## config.mk

```make
export PLATFORM = sky130hd
export DESIGN_NAME = mem_access_unit
export DESIGN_NICKNAME = d
export VERILOG_FILES = /design/src/rtl/mem_access_unit.sv
export SDC_FILE = /design/constraint.sdc
export NUM_CORES = 1
export LEC_CHECK = 0
export CAP_MARGIN = 25
export CORE_MARGIN = 2
export CORE_UTILIZATION = 35
export DETAILED_ROUTE_END_ITERATION = 6
export GPL_ROUTABILITY_DRIVEN = 0
export HOLD_SLACK_MARGIN = 0.06
export PLACE_DENSITY = 0.76
export SLEW_MARGIN = 40
export SYNTH_ARGS = -nofsm -noshare
export SYNTH_HDL_FRONTEND = slang
export SYNTH_SLANG_ARGS = --single-unit
```

## constraint.sdc

```tcl
create_clock -name clk -period 2 [get_ports clk]
set_input_delay 0.6 -clock clk [delete_from_list [all_inputs] [get_ports clk]]
set_output_delay 0.6 -clock clk [all_outputs]
set_load 0.02 [all_outputs]
```

## src/rtl/mem_access_unit.sv

```systemverilog
// Load/store sequencer in front of a 256x16 synchronous data memory.
// Single-word stores, 1-4 word load bursts, one response word per cycle when the consumer keeps ready high.
module mem_access_unit #(
  parameter int ADDR_W = 8,
  parameter int DATA_W = 16,
  parameter int LEN_W  = 2
) (
  input  logic              clk,
  input  logic              rst_n,
  input  logic              req_valid,
  output logic              req_ready,
  input  logic              req_we,
  input  logic [ADDR_W-1:0] req_addr,
  input  logic [DATA_W-1:0] req_wdata,
  input  logic [LEN_W-1:0]  req_len,
  output logic              rsp_valid,
  input  logic              rsp_ready,
  output logic [DATA_W-1:0] rsp_data,
  output logic              rsp_last,
  output logic              wr_done,
  output logic              busy,
  output logic [ADDR_W-1:0] mem_addr,
  output logic [DATA_W-1:0] mem_wdata,
  output logic              mem_re,
  output logic              mem_we,
  input  logic [DATA_W-1:0] mem_rdata
);

  typedef enum logic [1:0] {IDLE, WR, RD_ISSUE, RD_RESP} state_t;

  state_t            state, state_nxt;
  logic [ADDR_W-1:0] addr_q;
  logic [DATA_W-1:0] wdata_q;
  logic [LEN_W-1:0]  rem_q;
  logic              accept;
  logic              advance;

  always_ff @(posedge clk or negedge rst_n) begin
    if (!rst_n) begin
      state   <= IDLE;
      addr_q  <= '0;
      wdata_q <= '0;
      rem_q   <= '0;
    end else begin
      state <= state_nxt;
      if (accept) begin
        addr_q  <= req_addr;
        wdata_q <= req_wdata;
        rem_q   <= req_len;
      end else if (advance) begin
        addr_q <= addr_q + 1'b1;
        rem_q  <= rem_q - 1'b1;
      end
    end
  end

  always_comb begin
    state_nxt = state;
    accept    = 1'b0;
    advance   = 1'b0;
    req_ready = 1'b0;
    rsp_valid = 1'b0;
    rsp_last  = 1'b0;
    rsp_data  = mem_rdata;
    wr_done   = 1'b0;
    busy      = (state != IDLE);
    mem_addr  = '0;
    mem_wdata = '0;
    mem_re    = 1'b0;
    mem_we    = 1'b0;
    unique case (state)
      IDLE: begin
        req_ready = 1'b1;
        if (req_valid) begin
          accept    = 1'b1;
          state_nxt = req_we ? WR : RD_ISSUE;
        end
      end
      WR: begin
        mem_we    = 1'b1;
        mem_addr  = addr_q;
        mem_wdata = wdata_q;
        wr_done   = 1'b1;
        state_nxt = IDLE;
      end
      RD_ISSUE: begin
        mem_re    = 1'b1;
        mem_addr  = addr_q;
        state_nxt = RD_RESP;
      end
      RD_RESP: begin
        rsp_valid = 1'b1;
        rsp_last  = (rem_q == '0);
        mem_addr  = addr_q;
        if (rsp_ready) begin
          if (rem_q == '0) begin
            state_nxt = IDLE;
          end else begin
            // Issue the next read in the handshake cycle so words stream back-to-back.
            advance  = 1'b1;
            mem_re   = 1'b1;
            mem_addr = addr_q + 1'b1;
          end
        end
      end
      default: state_nxt = IDLE;
    endcase
  end

endmodule

```

==> impl_metrics.json <==
{
  "status": "finished with violations",
  "failed_checks": "negative setup slack",
  "start_util_pct": 36.2,
  "worstSetupPathType": "reg2out",
  "route.detailed.drc": 0,
  "die_w_um": 73.9,
  "cts_tree": "built",
  "final_cell_mix": "39 x buf_4, 30 x buf_6, 29 x clkdlybuf4s50_1",
  "synth_top_area_share_pct": 41.0,
  "clkSinkCount": 28,
  "hold_viol_final": 0,
  "port-buffer-count": 61,
  "startpoint_type": "register",
  "grt.total_usage_pct": 16.8,
  "busiest_layer": "met2",
  "grt_max_degree": 36,
  "vias_per_cell": 4.77,
  "ys_ff_latch": 28,
  "seq_area_frac_synth_pct": 41.0,
  "p_per_area_mw_per_mm2": 1790,
  "r2r_start": "state[1]",
  "r2r_cells": 7,
  "rows": 25,
  "first_pass_iters": 4,
  "multi_input_area_mm2": 0.00105,
  "grt.overflow.total": 0,
  "yosysWarningCount": 0,
  "fmax_ghz": 0.405,
  "grtUsageMet1_pct": 21.4,
  "crit_path_top_delay_cell": "dfrtp_1",
  "synth_top_area_cell": "dfrtp_1",
  "p_int_w": 0.00322,
  "htreeDepth": 1,
  "nFillCells": 376,
  "maxCapViolCount": 0,
  "whs_path_depth": 1,
  "drv_slew": 0,
  "antenna_found_initial": 0,
  "grtUsageMet2_pct": 29.7,
  "final_common_cell": "buf_4",
  "hold_class": "reg2reg",
  "detailed_place_hpwl_mm": 3.09,
  "netSwitchingPower_w": 0.00210,
  "critical_path_arrival_ps": 1870,
  "use_met3_pct": 2.06,
  "hold_buffers": 0,
  "combPwrFrac_pct": 71.8,
  "p_seq_share_pct": 19.8,
  "worst_pin_slew_ps": 370,
  "crit_chain": "inv_1, ha_4, buf_4, nand2b_1, a21o_4, o21ai_1, a21oi_4, buf_6",
  "crit_path_end_kind": "output port",
  "clock_power_share_pct": 8.4,
  "core_mm2": 0.00472,
  "skew_ps": 3.45,
  "ant_nets": 0,
  "layout_setup_ws_ps": -471,
  "synthCells": 181,
  "yosysUniqueCellTypes": 32,
  "fin_setup_tns_ps": -5200,
  "r2r-end": "wdata_q[0]",
  "dr_total_vias": 1593,
  "cp_data_required_time_ps": 1400,
  "insertion_delay_ps": 270,
  "min_period_over_period_pct": 124,
  "sw_frac_of_total_pct": 39.5,
  "routed_wl_mm": 4.70,
  "min_to": "wdata_q[13]",
  "grt_pass1_wl_mm": 7.04,
  "grt_pass1_vias": 1520,
  "cpPeakStageDelay_ps": 350,
  "power.leakage_nw": 1.30,
  "die-area_mm2": 0.00546,
  "rsz0062_at_grt": "true",
  "holdCritStartpoint": "wdata_q[13]",
  "layout-drive-gt1-share_pct": 54.7,
  "drt-initial-drc-count": 58,
  "worstPathMaxFanout": 7,
  "slew_headroom_pct": 75.4,
  "synthesis.area_mm2": 0.00171,
  "min_period_ps": 2470,
  "fin_area_mm2": 0.00298,
  "chipHeight_um": 73.9,
  "synth.area.top_cells": "dfrtp_1 41%, mux2_2 11%, buf_4 7.9%",
  "nets": 321,
  "rrSetupSlack_ps": 210,
  "syn_avg_cell_area_um2": 9.44,
  "peakVddDrop_v": 0.000768,
  "final_core_util_pct": 63.1,
  "syn_nets": 234,
  "placed_area_mm2": 0.00260,
  "path_clk_slew_ps": 100,
  "cts_root_buf": "clkbuf_8",
  "area_growth_syn_to_layout_pct": 74.3,
  "diodes": 0,
  "io_pins": 94,
  "numCtsBuffers": 3,
  "setup_viol": 28,
  "clock_path_buffers": 2,
  "regArea_um2": 702,
  "drt-wirelength-per-cell_um": 14.1
}
-- kinds of logic (layout without fill, tap and decap cells) --
kind of cell	Yosys count	in the layout	share of synthesized area [%]
and+or+nand+nor	62	62	18.7
DFF	28	28	41.0
xor gates and xnor gates	6	6	3.07
muxes	17	17	11.2
buffers and inverters	30	116	10.8
adders and majority gates	6	6	4.39
AOI/OAI and AO/OA	32	32	10.8
-- area by class of cell --
| type | count | share of cell area [%] |
|---|---|---|
| Tap cell | 67 | 2.81 |
| Clock inverter | 1 | 1.01 |
| Timing Repair Buffer | 107 | 35.4 |
| Clock buffer | 3 | 1.39 |
| Multi-Input combinational cell | 123 | 35.2 |
| Sequential cell | 28 | 23.6 |
| Inverter | 5 | 0.630 |
-- routing by layer --
layer	routed length, um	vias up
li1	-	770
met1	1980	767
met2	2460	52
met3	231	4
met4	38	0
met5	0	-
-- repair_timing --
item | in CTS | in global routing
pin swaps | 5 | 5
setup endpoints to repair | 31 | 30
buffers inserted | 6 | 9
gates resized for setup | 186 | 43
cloned | 0 | 2
-- worst max path at each step --
stage | to | cells past startpoint | startpoint
floorplan | mem_addr[7] | 5 | rem_q[0]
global placement | mem_addr[4] | 6 | rsp_ready
detailed placement | mem_addr[6] | 6 | rsp_ready
CTS | mem_addr[4] | 7 | rem_q[1]
global route | mem_addr[2] | 9 | rem_q[0]
finish | mem_addr[4] | 8 | rem_q[1]
-- metrics by stage --
step | hold WS, ps | worst slack (ps) | instances | total power (W)
after CTS | 517 | -472 | 325 | 0.00484
after global placement | 481 | -1130 | 317 | 0.00406
after floorplan | 304 | -32.6 | 181 | 0.00276
after global routing | 542 | -590 | 334 | 0.00570
final | 513 | -471 | 334 | 0.00532
after detailed placement | 486 | -1180 | 317 | 0.00413
-- worst max-delay path: cells and delay by family (launching register included) --
kind                       cells  cell delay [ps]
AOI/OAI and AO/OA              3              600
DFF                            1              350
buffers and inverters          3              330
adders and majority gates      1              160
and+or+nand+nor                1              150
-- state kept, by name, indices dropped and copies added, names as in the netlist --
register,cells
state,2
wdata_q,16
rem_q,2
addr_q,8
-- synthesized netlist by cell type --
cell / number
and3b_1: 1
a2bb2oi_1: 1
clkbuf_2: 1
buf_4: 18
o21ai_0: 6
nor2_1: 17
clkbuf_1: 3
o21a_1: 1
nand3_2: 1
nand4_1: 1
or2_2: 1
nand3b_1: 1
nor3_1: 2
o211ai_1: 2
and2_1: 18
and4_1: 1
nand3_1: 2
xnor2_1: 5
xor2_1: 1
buf_2: 3
a211oi_1: 2
or4_1: 1
mux2_2: 17
dfrtp_1: 28
ha_1: 6
or3_1: 1
nand2b_1: 2
a21oi_1: 14
inv_1: 5
a31oi_1: 5
a21o_1: 1
nand2_1: 13
-- power groups by stage --
stage	registers (W)	clock network, W	logic [W]
global route	0.00109	0.000484	0.00412
global placement	0.00102	0	0.00304
finish	0.00105	0.000447	0.00382
detailed placement	0.00104	0	0.00308
CTS	0.00104	0.000468	0.00332
floorplan	0.00102	0	0.00174
Power figures use the tool's default switching activity.
